### config.mk
export PLATFORM = sky130hd
export DESIGN_NAME = jp_bridge_flat
export DESIGN_NICKNAME = d
export VERILOG_FILES = /design/src/rtl/jp_bridge_if.sv /design/src/rtl/jp_bridge.sv /design/src/flat_wrapper.sv
export SDC_FILE = /design/constraint.sdc
export NUM_CORES = 1
export LEC_CHECK = 0
export ABC_AREA = 1
export CAP_MARGIN = 10
export CORE_MARGIN = 8
export CORE_UTILIZATION = 25
export DETAILED_ROUTE_END_ITERATION = 16
export GPL_ROUTABILITY_DRIVEN = 0
export PLACE_DENSITY = 0.48
export SLEW_MARGIN = 25
export SYNTH_ARGS = -nofsm -noshare
export SYNTH_HDL_FRONTEND = slang
export SYNTH_SLANG_ARGS = --single-unit
### constraint.sdc
create_clock -name clk_in -period 1.74 [get_ports clk_in]
set_input_delay 0.348 -clock clk_in [delete_from_list [all_inputs] [get_ports clk_in]]
set_output_delay 0.348 -clock clk_in [all_outputs]
set_load 0.02 [all_outputs]
### src/rtl/jp_bridge_if.sv
// ---------------------------------------------------------------------------
// jp_bridge_if
//
// Groups the pad-pin and emulated-joypad signals of jp_bridge. clk_in and
// rst_in stay plain module ports.
//
// Signals:
//   pad_data_in       raw serial data from the pad pin (active-low buttons,
//                     pulled high when no pad is connected)
//   pad_latch_out     pad latch, active-high
//   pad_clk_out       pad shift clock, active-high pulse
//   emu_latch_in      rp2a03 jp_latch
//   emu_clk_in        rp2a03 jpN_clk
//   emu_data_out      emulated serial data toward rp2a03 (0 = pressed)
//   buttons_out[7:0]  committed buttons, 1 = pressed
//                     (A, B, Select, Start, Up, Down, Left, Right)
//   pad_present_out   last committed poll detected a pad
//   frame_strobe_out  one-cycle pulse when a poll commits
//
// Modports:
//   master  the bridge itself
//   slave   its surroundings (pad pins, rp2a03, status consumers)
// ---------------------------------------------------------------------------
interface jp_bridge_if;
    logic       pad_data_in;
    logic       pad_latch_out;
    logic       pad_clk_out;
    logic       emu_latch_in;
    logic       emu_clk_in;
    logic       emu_data_out;
    logic [7:0] buttons_out;
    logic       pad_present_out;
    logic       frame_strobe_out;

    modport master (
        input  pad_data_in,
        input  emu_latch_in,
        input  emu_clk_in,
        output pad_latch_out,
        output pad_clk_out,
        output emu_data_out,
        output buttons_out,
        output pad_present_out,
        output frame_strobe_out
    );

    modport slave (
        output pad_data_in,
        output emu_latch_in,
        output emu_clk_in,
        input  pad_latch_out,
        input  pad_clk_out,
        input  emu_data_out,
        input  buttons_out,
        input  pad_present_out,
        input  frame_strobe_out
    );
endinterface

### src/rtl/jp_bridge.sv
// ---------------------------------------------------------------------------
// jp_bridge
//
// Bridge between a physical NES controller port and the rp2a03 joypad
// inputs. A poller reads the pad at a fixed rate and keeps a clean 8-bit
// button image plus a pad-present flag; an emulated 4021 shift register
// serves rp2a03 reads from that committed image, so CPU reads never touch
// the raw pin.
//
// Parameters:
//   HALF_BIT  clk_in cycles per pad clock half-period
//   POLL_DIV  clk_in cycles between poll starts (>= 20*HALF_BIT)
//
// Ports:
//   clk_in    system clock (clk_25 domain)
//   rst_in    synchronous, active-high reset
//   bus       jp_bridge_if.master (pad pins, emulated joypad, status)
//
// Build option:
//   JP_BRIDGE_DEBOUNCE_EN  when defined, buttons_out only takes a new image
//                          once two consecutive polls sampled the same
//                          8 bits. Undefined: every present poll updates.
// ---------------------------------------------------------------------------
module jp_bridge #(
    parameter int HALF_BIT = 150,
    parameter int POLL_DIV = 416667
) (
    input  logic        clk_in,
    input  logic        rst_in,
    jp_bridge_if.master bus
);

    localparam int PH_W   = (2 * HALF_BIT > 1) ? $clog2(2 * HALF_BIT) : 1;
    localparam int POLL_W = (POLL_DIV > 1) ? $clog2(POLL_DIV) : 1;

    localparam logic [PH_W-1:0]   LATCH_LAST = PH_W'(2 * HALF_BIT - 1);
    localparam logic [PH_W-1:0]   HALF_LAST  = PH_W'(HALF_BIT - 1);
    localparam logic [POLL_W-1:0] POLL_LAST  = POLL_W'(POLL_DIV - 1);

    typedef enum logic [2:0] {
        IDLE,
        LATCH,
        WAIT0,
        CLK_HI,
        CLK_LO,
        COMMIT
    } state_t;

    // -----------------------------------------------------------------------
    // Pad data synchronizer. Resets to 1 so an idle pin reads as "released".
    // -----------------------------------------------------------------------
    logic pad_meta;
    logic pad_sync;

    // NOTE: every clocked register uses non-blocking (<=) assignments so all
    // flops update together from pre-edge values; blocking here would let
    // pad_sync see the new pad_meta in the same edge and collapse the stage.
    always_ff @(posedge clk_in) begin
        if (rst_in) begin
            pad_meta <= 1'b1;
            pad_sync <= 1'b1;
        end else begin
            pad_meta <= bus.pad_data_in;
            pad_sync <= pad_meta;
        end
    end

    // -----------------------------------------------------------------------
    // Free-running poll divider; tick at count 0, so the first tick lands on
    // the first cycle after reset release.
    // -----------------------------------------------------------------------
    logic [POLL_W-1:0] poll_cnt;
    logic              poll_tick;

    always_ff @(posedge clk_in) begin
        if (rst_in) begin
            poll_cnt <= '0;
        end else if (poll_cnt == POLL_LAST) begin
            poll_cnt <= '0;
        end else begin
            poll_cnt <= poll_cnt + POLL_W'(1);
        end
    end

    assign poll_tick = (poll_cnt == '0);

    // -----------------------------------------------------------------------
    // Poll FSM with registered pad outputs and committed status.
    // -----------------------------------------------------------------------
    state_t          state;
    logic [PH_W-1:0] ph_cnt;     // cycles spent in the current phase
    logic [3:0]      bit_cnt;    // index of the next bit to sample
    logic [8:0]      samples;    // shifted in LSB-first; bit0 ends at [0]
    logic            pad_latch;
    logic            pad_clk;
    logic [7:0]      buttons;
    logic            present;
    logic            strobe;
`ifdef JP_BRIDGE_DEBOUNCE_EN
    logic [7:0]      prev_sample; // raw pin image from the previous poll
`endif

    always_ff @(posedge clk_in) begin
        if (rst_in) begin
            state       <= IDLE;
            ph_cnt      <= '0;
            bit_cnt     <= '0;
            samples     <= '1;
            pad_latch   <= 1'b0;
            pad_clk     <= 1'b0;
            buttons     <= '0;
            present     <= 1'b0;
            strobe      <= 1'b0;
`ifdef JP_BRIDGE_DEBOUNCE_EN
            // All-released image, so a pad held down at power-up still
            // needs two matching polls before it shows.
            prev_sample <= '1;
`endif
        end else begin
            strobe <= 1'b0;

            case (state)
                IDLE: begin
                    // Ticks seen in any other state are dropped on purpose.
                    if (poll_tick) begin
                        state     <= LATCH;
                        ph_cnt    <= '0;
                        pad_latch <= 1'b1;
                    end
                end

                LATCH: begin
                    if (ph_cnt == LATCH_LAST) begin
                        state     <= WAIT0;
                        ph_cnt    <= '0;
                        pad_latch <= 1'b0;
                    end else begin
                        ph_cnt <= ph_cnt + PH_W'(1);
                    end
                end

                WAIT0: begin
                    // Bit0 is already on the pin once the pad has latched.
                    if (ph_cnt == HALF_LAST) begin
                        samples <= {pad_sync, samples[8:1]};
                        bit_cnt <= 4'd1;
                        state   <= CLK_HI;
                        ph_cnt  <= '0;
                        pad_clk <= 1'b1;
                    end else begin
                        ph_cnt <= ph_cnt + PH_W'(1);
                    end
                end

                CLK_HI: begin
                    if (ph_cnt == HALF_LAST) begin
                        state   <= CLK_LO;
                        ph_cnt  <= '0;
                        pad_clk <= 1'b0;
                    end else begin
                        ph_cnt <= ph_cnt + PH_W'(1);
                    end
                end

                CLK_LO: begin
                    // Sample at the end of the low phase, well after the pad
                    // has shifted and the synchronizer has settled.
                    if (ph_cnt == HALF_LAST) begin
                        samples <= {pad_sync, samples[8:1]};
                        ph_cnt  <= '0;
                        if (bit_cnt == 4'd8) begin
                            state <= COMMIT;
                        end else begin
                            bit_cnt <= bit_cnt + 4'd1;
                            state   <= CLK_HI;
                            pad_clk <= 1'b1;
                        end
                    end else begin
                        ph_cnt <= ph_cnt + PH_W'(1);
                    end
                end

                COMMIT: begin
                    // A real pad shifts in ground after its 8 buttons, so
                    // bit8 low means a pad is present; the pull-up gives 1.
                    strobe <= 1'b1;
                    state  <= IDLE;
                    if (!samples[8]) begin
                        present <= 1'b1;
`ifdef JP_BRIDGE_DEBOUNCE_EN
                        if (samples[7:0] == prev_sample) begin
                            buttons <= ~samples[7:0];
                        end
`else
                        buttons <= ~samples[7:0];
`endif
                    end else begin
                        present <= 1'b0;
                        buttons <= '0;
                    end
`ifdef JP_BRIDGE_DEBOUNCE_EN
                    prev_sample <= samples[7:0];
`endif
                end

                default: begin
                    state     <= IDLE;
                    pad_latch <= 1'b0;
                    pad_clk   <= 1'b0;
                end
            endcase
        end
    end

    // -----------------------------------------------------------------------
    // Emulated 4021 toward rp2a03. Loads only from committed values, so a
    // commit landing mid-read does not disturb the bits already in flight.
    // -----------------------------------------------------------------------
    logic [7:0] emu_sh;
    logic       emu_fill;    // shifted in after the 8 buttons
    logic       emu_clk_d;

    always_ff @(posedge clk_in) begin
        if (rst_in) begin
            emu_sh    <= 8'hFF;
            emu_fill  <= 1'b1;
            emu_clk_d <= 1'b0;
        end else begin
            emu_clk_d <= bus.emu_clk_in;
            // Latch has priority: a clock edge coinciding with latch high is
            // swallowed, matching a parallel-load 4021.
            if (bus.emu_latch_in) begin
                emu_sh   <= ~buttons;
                emu_fill <= ~present;
            end else if (bus.emu_clk_in && !emu_clk_d) begin
                emu_sh <= {emu_fill, emu_sh[7:1]};
            end
        end
    end

    assign bus.pad_latch_out    = pad_latch;
    assign bus.pad_clk_out      = pad_clk;
    assign bus.emu_data_out     = emu_sh[0];
    assign bus.buttons_out      = buttons;
    assign bus.pad_present_out  = present;
    assign bus.frame_strobe_out = strobe;

endmodule

### src/flat_wrapper.sv
// flat-port wrapper written by rule: the top's interface ports become plain ports
module jp_bridge_flat 
#(
    parameter int HALF_BIT = 150,
    parameter int POLL_DIV = 416667
)
  (clk_in, rst_in, bus_pad_data_in, bus_emu_latch_in, bus_emu_clk_in, bus_pad_latch_out, bus_pad_clk_out, bus_emu_data_out, bus_buttons_out, bus_pad_present_out, bus_frame_strobe_out);
  jp_bridge_if bus_i ();
  input  logic clk_in;
  input  logic rst_in;
  input wire logic [$bits(bus_i.pad_data_in)-1:0] bus_pad_data_in;
  input wire logic [$bits(bus_i.emu_latch_in)-1:0] bus_emu_latch_in;
  input wire logic [$bits(bus_i.emu_clk_in)-1:0] bus_emu_clk_in;
  output wire logic [$bits(bus_i.pad_latch_out)-1:0] bus_pad_latch_out;
  output wire logic [$bits(bus_i.pad_clk_out)-1:0] bus_pad_clk_out;
  output wire logic [$bits(bus_i.emu_data_out)-1:0] bus_emu_data_out;
  output wire logic [$bits(bus_i.buttons_out)-1:0] bus_buttons_out;
  output wire logic [$bits(bus_i.pad_present_out)-1:0] bus_pad_present_out;
  output wire logic [$bits(bus_i.frame_strobe_out)-1:0] bus_frame_strobe_out;
  assign bus_i.pad_data_in = bus_pad_data_in;
  assign bus_i.emu_latch_in = bus_emu_latch_in;
  assign bus_i.emu_clk_in = bus_emu_clk_in;
  assign bus_pad_latch_out = bus_i.pad_latch_out;
  assign bus_pad_clk_out = bus_i.pad_clk_out;
  assign bus_emu_data_out = bus_i.emu_data_out;
  assign bus_buttons_out = bus_i.buttons_out;
  assign bus_pad_present_out = bus_i.pad_present_out;
  assign bus_frame_strobe_out = bus_i.frame_strobe_out;
  jp_bridge #(.HALF_BIT(HALF_BIT), .POLL_DIV(POLL_DIV)) u_core (.clk_in(clk_in), .rst_in(rst_in), .bus(bus_i));
endmodule
**Yosys cells after proc, flatten, opt, wreduce, memory -nomap -nowiden**

Index checks and enable logic that the tools add are counted.
Widths: inputs -> output; s select.

- $add $sub $neg: 3
- Equal/unequal tests: 15
- Multiplexer cells: 28
- Bitwise logic cells: 5
- Reductions and logical operators: 18

Operator list:

| kind | number |
|---|---|
| $mux 9 | 3 |
| $pmux 9 s3 | 1 |
| $mux 8 | 3 |
| $add 19x1->19 const B | 1 |
| $eq 19x19->1 const B | 1 |
| $logic_not 19->1 | 1 |
| $mux 3 | 6 |
| $not 8->8 | 2 |
| $pmux 3 s5 | 1 |
| $mux 4 | 3 |
| $ne 2x1->1 const B | 5 |
| $reduce_and 5->1 | 2 |
| $add 9x1->9 const B | 1 |
| $eq 9x8->1 const B | 1 |
| $eq 9x9->1 const B | 1 |
| $mux 1 | 8 |
| $pmux 4 s2 | 1 |
| $eq 3x2->1 const B | 2 |
| $eq 3x3->1 const B | 2 |
| $reduce_or 3->1 | 2 |
| $add 4x1->4 const B | 1 |
| $eq 4x4->1 const B | 1 |
| $pmux 1 s4 | 1 |
| $reduce_and 2->1 | 2 |
| other kinds (13) | 17 |

- Register bits: 68
- Input port bits: 5
- Word-level logic and storage cells: 84

**Logic depth before layout (Yosys ltp)**

Gate-level depths: netlist of run 1.

- Word-level depth: 4
- Mapped depth: 11
- Depth with buffers taken out: 11

**Worst setup path before layout of run 1**

Ideal clock, no wire load.

- Path kind: register to register
- From: register u_core.ph_cnt[0]
- To: register u_core.bit_cnt[3]
- Setup time: 0.113 ns
- Arrival time: 1.358 ns
- Data required time: 1.627 ns
- Setup slack: 0.269 ns
- Stages on the path, launching flop included: 11
- Buffers on the path: 0
- Clock period less this slack: 1.471 ns
- Cells stage by stage: dfxtp_1 ha_1 nand2_1 nor2_4 nand2_4 nor2_8 nand2_4 nor2_2 nand2_1 nand2_1 nor2_1

- Word-level cells in the longest chain between the ends: 3
- Elaborated cells on any way between the ends: 4
- Those cells by class: eq/ne: 3; reduce/logical: 1

Ends and longest elaborated chain:

| item | line | source |
|---|---|---|
| start: declaration | jp_bridge.sv:91 | `logic [PH_W-1:0] ph_cnt;` |
| start signal: assignment | jp_bridge.sv:138 | `ph_cnt <= ph_cnt + PH_W'(1);` |
| start signal: assignment | jp_bridge.sv:151 | `ph_cnt <= ph_cnt + PH_W'(1);` |
| start signal: assignment | jp_bridge.sv:161 | `ph_cnt <= ph_cnt + PH_W'(1);` |
| $eq 9x8->1 * | jp_bridge.sv:144, jp_bridge.sv:168 |  |
| $ne 2x1->1 (no line) | n/a |  |
| $reduce_and 4->1 (no line) * | n/a |  |
| end signal: assignment | jp_bridge.sv:174 | `bit_cnt <= bit_cnt + 4'd1;` |
| end: declaration | jp_bridge.sv:92 | `logic [3:0] bit_cnt;` |

Every way passes the cells marked *; elsewhere a longest branch is shown, timed or not.
A chain may end at the register's enable or synchronous reset.

**Worst setup path after layout of run 1**

- From: register u_core.buttons[4], in the netlist u_core.bus.buttons_out[4]
- To: output port bus_buttons_out[4]

RTL lines:

| item | line | source |
|---|---|---|
| start: declaration | jp_bridge.sv:96 | `logic [7:0] buttons;` |
| start signal: assignment | jp_bridge.sv:195 | `buttons <= ~samples[7:0];` |
| end: declaration | flat_wrapper.sv:17 | `output wire logic [$bits(bus_i.buttons_out)-1:0] bus_buttons_out;` |

No word-level cell between the ends.

==> results.cfg, run 1 <==
[route]
drt-initial-drc-count = 211
dr_total_vias = 3272
ant_nets = 0
firstDrtPassIters = 4
post_drt_wl_per_cell_um = 11.8
drt_wl_total_um = 8610
avgViaCountPerCell = 4.48
route.detailed.drc = 0

[setup_path]
worstPathCellList = clkdlybuf4s50_1
crit_path_end_kind = output port
critPathTopFamily = buffers and inverters
critical-path-max-stage-delay_ns = 0.62
cp_data_arrival_time_ns = 1.32
critPathLaunch = u_core.bus.buttons_out[4]
worstSetupPathType = flip-flop to output port
cp_data_required_time_ns = 1.39
path_buf_inv = 1
critPathSlowestCell = clkdlybuf4s50_1
path_max_fanout = 3
cp-start-kind = flip-flop
r2r-start = u_core.ph_cnt[1]

[timing]
maxSlewViolCount = 0
worst_slew_pin_slew_ns = 0.392
finalHoldViolCount = 0
timing.final.ws_setup_ns = 0.0716
fin_tns_setup_ns = 0
rsz0062_at_grt = false
setup_viol = 0
period_needed_ns = 1.67
fin_crit_sh = 0.959
fin_worst_skew_ns = 0.00777
fmax_mhz = 599
slew_headroom = 0.738

[global_route]
grt_pass1_vias = 3076
gr-usage-met2 = 0.155
met1_usage = 0.119
antenna_found_initial = 0
grt_max_degree = 26
grt_overflow = 0
track_usage = 0.0978
grt_pass1_wl_um = 14600
grtUsageMet3 = 0.0301
top_usage_layer = met2

[clock_network]
htree_levels = 3
root_buffer = clkbuf_16
cts_tree = built
ctsHoldBuffers = 0
cts_buffers = 9
cts.path.max_buffers = 2
cts.clk_slew.worst_paths_ns = 0.06
clock_sinks = 68
clk_latency_ns = 0.34

[pwr]
powerDensity_nw_per_um2 = 970
irDropWorstVdd_mv = 0.419
totalPowerFinal_mw = 4.22
power_leakage_nw = 1.79

[floorplan]
initial_core_util = 0.253
io_pins = 18
placeableCoreArea_um2 = 14400
die_area_um2 = 18700
die_y_um = 137
num_rows = 44
die_w_um = 137

[cells_and_area]
drive_above_1_share = 0.172
fillerInstances = 1584
nets = 555
n_antenna_cell = 0
syn_to_final_growth_pct = 19.2

[worst_hold_path]
hold_class = flip-flop to flip-flop
hold_path_startpoint = u_core.pad_meta

[synth]
yosys_warnings = 0
synth_fp_nets = 525
postSynthCellCount = 513
ys_ff_latch = 68
synth_fa_ha_area_frac = 0.0240
synthMuxAreaShare = 0
seq_area_frac_synth = 0.373
synthTopCellsByArea = dfxtp_1, nand2_1, nor2_1
yosys.area.top_type_share = 0.373
synth-compound-area-share = 0.110
synth_top_family_by_area = simple AND/OR/NAND/NOR gates
synthXorXnorAreaFrac = 0.0168
synth_top_cell_by_area = dfxtp_1
syn_area_per_cell_um2 = 7.11
synth_area_um2 = 3650
ys_types = 36
synth-simple-area-share = 0.392

[placement]
dpl_worst_slack_ns = 0.149
io_buffers = 17
dp_hpwl_um = 6390

[outcome]
outcome = completed

[job]
cap_violations = 0
## cell usage after synthesis, drive strengths merged
| master | n |
|---|---|
| nand3b | 3 |
| xnor2 | 2 |
| o21ai | 11 |
| nand3 | 47 |
| xor2 | 5 |
| nand4 | 9 |
| a21oi | 34 |
| or2 | 4 |
| inv | 62 |
| nor2 | 75 |
| a2bb2oi | 1 |
| nor3 | 9 |
| buf | 6 |
| o211ai | 16 |
| clkinv | 1 |
| clkbuf | 5 |
| nand2 | 148 |
| dfxtp | 68 |
| ha | 7 |
## layer usage
| metal | wire, um | vias to the layer above |
|---|---|---|
| met3 | 386 | 11 |
| met1 | 3980 | 1503 |
| li1 | - | 1706 |
| met5 | 0 | - |
| met4 | 158 | 0 |
| met2 | 4080 | 52 |
## final timing paths
| check | end | cells past startpoint | slack, ns |
|---|---|---|---|
| min | u_core.pad_sync | 1 | 0.43 |
| max | bus_buttons_out[4] | 1 | 0.07 |
| max reg2reg | u_core.state[1] | 9 | 0.16 |
| min reg2reg | u_core.pad_sync | 1 | 0.43 |
## cell type report
class	count	area [um2]	share of cell area
sequential	68	1360	0.314
timing repair buffer	30	270	0.0621
clock buffer	9	225	0.0518
clock inverter	6	42.5	0.00978
tap	184	230	0.0529
inverter	63	236	0.0544
multi-input combinational	371	1980	0.455
## where the power goes
part | switching [mW] | internal, mW | total (mW) | leakage, nW
logic | 0.577 | 0.283 | 0.860 | 1.11
registers | 0.0731 | 1.63 | 1.70 | 0.553
clock network | 0.705 | 0.954 | 1.66 | 0.127
total | 1.35 | 2.86 | 4.22 | 1.79
## kinds of logic (layout without fill, tap and decap cells)
logic type                 count (synthesis)  after routing
adders and majority gates                  7              7
xor gates and xnor gates                   7              7
and+or+nand+nor                          295            295
AOI/OAI and AO/OA                         62             62
DFF                                       68             68
buffers and inverters                     74            108
## placed cells by master, fill, tap and decap left out, types with 2 or more instances in the layout
master           instances
xor2_1                   5
nand3_1                 42
o211ai_2                 7
o211ai_1                 9
inv_1                   50
nor3_1                   6
nand3_2                  3
ha_1                     7
nand2_1                129
or2_2                    2
clkinv_4                 2
o21ai_2                  2
nand2_2                 14
o21ai_0                  8
or2_0                    2
nor2_4                   6
nand3_4                  2
nand4_1                  9
dfxtp_2                  2
clkdlybuf4s50_1         16
nor3_2                   2
buf_4                   13
dfxtp_1                 66
nor2_1                  62
nand3b_1                 3
nor2_2                   6
inv_2                   12
a21oi_1                 33
clkbuf_16                9
nand2_4                  5
clkinvlp_4               2
clkinv_2                 2
xnor2_1                  2
## through the flow
step / util / hold slack (ns) / instance area [um2] / std cells
CTS: 0.301 / 0.427 / 4340 / 731
global placement: 0.283 / 0.406 / 4080 / 716
detailed placement: 0.283 / 0.393 / 4080 / 716
floorplan: - / 0.389 / 3650 / 513
finish: 0.302 / 0.427 / 4350 / 731
global route: 0.302 / 0.446 / 4350 / 731
## registers in the layout (all words and copies together), names as in the netlist
| signal | cells |
|---|---|
| u_core.bus.pad_present_out | 1 |
| u_core.state | 3 |
| u_core.bit_cnt | 4 |
| u_core.bus.pad_clk_out | 1 |
| u_core.emu_fill | 1 |
| u_core.emu_sh | 8 |
| u_core.emu_clk_d | 1 |
| u_core.pad_meta | 1 |
| u_core.poll_cnt | 19 |
| u_core.samples | 9 |
| u_core.bus.pad_latch_out | 1 |
| u_core.pad_sync | 1 |
| u_core.ph_cnt | 9 |
| u_core.bus.buttons_out | 8 |
| u_core.bus.frame_strobe_out | 1 |
## repair_timing
item,CTS,global route
setup buffers,0,0
resized for setup,0,3
endpoints found under the setup margin,0,3
Power figures use the tool's default switching activity.
==> run 2: changes to the inputs <==
--- a/config.mk
+++ b/config.mk
@@ -8,10 +8,10 @@
 export ABC_AREA = 1
 export CAP_MARGIN = 10
 export CORE_MARGIN = 8
-export CORE_UTILIZATION = 25
+export CORE_UTILIZATION = 33
 export DETAILED_ROUTE_END_ITERATION = 16
 export GPL_ROUTABILITY_DRIVEN = 0
-export PLACE_DENSITY = 0.48
+export PLACE_DENSITY = 0.57
 export SLEW_MARGIN = 25
 export SYNTH_ARGS = -nofsm -noshare
 export SYNTH_HDL_FRONTEND = slang
==> run 2 against run 1 <==
Clock skew grew 0.0057 ns. Clock power is essentially flat. Global-route usage grew 1.6 points. Highest routed layer unchanged. Routed wire length shrank 7.6%. Sequential power is essentially flat. Fmax shrank 1.3%. Register-to-register slack is essentially flat. Via count shrank 2.6%. Cell count shrank 6.2%. Largest power group unchanged. Critical path type unchanged.
==> results.cfg, run 2 (synthesized netlist as in run 1, its figures left out) <==
[outcome]
outcome = completed

[cells_and_area]
top_register = u_core.poll_cnt
fillerInstances = 1110
n_antenna_cell = 0
seq_area_um2 = 1360
layout_commonest_cell = nand2_1
multi_input_area_um2 = 1990
final_cell_mix = nand2_1, dfxtp_1, nor2_1, inv_1, nand3_1
nets = 553
reg_top3 = u_core.poll_cnt (19), u_core.ph_cnt (9), u_core.samples (9)
layout.cells.non_filler = 686
syn_to_final_growth_pct = 17.8
drive_above_1_share = 0.168
largest_reg_flops = 19

[setup_path]
cp-start-kind = flip-flop
path_buf_inv = 1
worstPathCellList = clkdlybuf4s50_1
cp_data_arrival_time_ns = 1.34
critPathTopFamily = buffers and inverters
path_max_fanout = 3
ff2ff_path_depth = 8
r2r-start = u_core.ph_cnt[1]
r2r_setup_slack_ns = 0.17
crit_path_end_kind = output port
critPathSlowestCell = clkdlybuf4s50_1
critical-path-max-stage-delay_ns = 0.62
cp_data_required_time_ns = 1.39
worstSetupPathType = flip-flop to output port
reg2reg_to = u_core.bus.pad_latch_out

[timing]
rsz0062_at_grt = false
fin_crit_sh = 0.972
setup_viol = 0
worst_slew_pin_slew_ns = 0.294
fin_worst_skew_ns = 0.0135
finalHoldViolCount = 0
fmax_mhz = 592
maxSlewViolCount = 0
slew_headroom = 0.804
period_needed_ns = 1.69
fin_tns_setup_ns = 0

[global_route]
antenna_found_initial = 0
grt_max_degree = 26
grt_pass1_wl_um = 13700
grt_overflow = 0
grt_pass1_vias = 2867
track_usage = 0.114

[floorplan]
io_pins = 18
initial_core_util = 0.338
die_w_um = 121
die_area_um2 = 14700
placeableCoreArea_um2 = 10800
num_rows = 38
die_y_um = 121

[route]
post_drt_wl_per_cell_um = 11.6
ant_nets = 0
avgViaCountPerCell = 4.64
route.detailed.drc = 0
dr_total_vias = 3186
firstDrtPassIters = 4
drt-initial-drc-count = 156
drt_wl_total_um = 7960

[placement]
dp_hpwl_um = 5910
dp_cells = 670
io_buffers = 17

[worst_hold_path]
whs_path_depth = 1
hold_class = flip-flop to flip-flop
hold_end = u_core.pad_sync
hold_path_startpoint = u_core.pad_meta

[clock_network]
cts_buffers = 9
clk_latency_ns = 0.35
cts.clk_slew.worst_paths_ns = 0.08
clock_sinks = 68
cts.path.max_buffers = 2
root_buffer = clkbuf_8
cts_tree = built
cts_setup_buffers = 0
htree_levels = 3

[pwr]
irDropWorstVdd_mv = 0.404
power_leakage_nw = 1.86
powerDensity_nw_per_um2 = 981

[job]
cap_violations = 0
[run 2: cell count changes in the layout (fill, tap and decap cells not counted), sizes merged]
cell / delta
bufinv: +3
clkdlybuf4s50: -4
clkbuf: +2
clkinv: -2
buf: -2
dlymetal6s2s: +4
clkinvlp: -2
[run 2: worst max path at each step]
| stage | startpoint | end | slack, ns | cells past startpoint |
|---|---|---|---|---|
| floorplan | u_core.ph_cnt[0] | u_core.bit_cnt[3] | 0.27 | 10 |
| global placement | rst_in | u_core.poll_cnt[16] | 0.05 | 4 |
| detailed placement | rst_in | u_core.poll_cnt[6] | 0.01 | 4 |
| CTS | u_core.bus.buttons_out[0] | bus_buttons_out[0] | 0.01 | 1 |
| global route | u_core.ph_cnt[0] | u_core.bit_cnt[3] | 0.0009 | 10 |
| finish | u_core.bus.buttons_out[1] | bus_buttons_out[1] | 0.05 | 1 |
[run 2: per-layer routing]
layer | track usage | vias to the layer above | wire [um]
met4 | 0.0601 | 0 | 181
met1 | 0.146 | 1424 | 3960
met3 | 0.0233 | 14 | 299
met5 | 0 | - | 0
li1 | - | 1705 | -
met2 | 0.178 | 43 | 3520
[run 2: per-stage QoR]
| stage | instance area [um2] | power, mW | util | hold WS, ns | setup WS [ns] |
|---|---|---|---|---|---|
| finish | 4300 | 4.22 | 0.398 | 0.419 | 0.0494 |
| CTS | 4280 | 4.27 | 0.396 | 0.421 | 0.0108 |
| detailed placement | 4020 | 2.59 | 0.372 | 0.399 | 0.0127 |
| floorplan | 3650 | 2.36 | - | 0.389 | 0.269 |
| global route | 4300 | 4.43 | 0.398 | 0.440 | 0.000909 |
| global placement | 4020 | 2.58 | 0.372 | 0.408 | 0.0479 |
[run 2: what timing repair did]
| action | CTS | global route |
|---|---|---|
| gates resized for setup | 0 | 7 |
| setup endpoints to repair | 0 | 8 |
| hold buffers | 0 | 0 |
[run 2: layout make-up]
| class | count | area share |
|---|---|---|
| clock inverter | 5 | 0.0250 |
| timing repair buffer | 28 | 0.0646 |
| clock buffer | 11 | 0.0352 |
| inverter | 63 | 0.0550 |
| sequential | 68 | 0.317 |
| tap | 140 | 0.0408 |
| multi-input combinational | 371 | 0.462 |
[run 2: where the power goes]
group / internal [mW] / total [mW] / switching [mW] / leakage (nW)
Combinational: 0.282 / 0.859 / 0.577 / 1.18
Sequential: 1.62 / 1.70 / 0.0712 / 0.553
Clock: 1.04 / 1.66 / 0.626 / 0.130
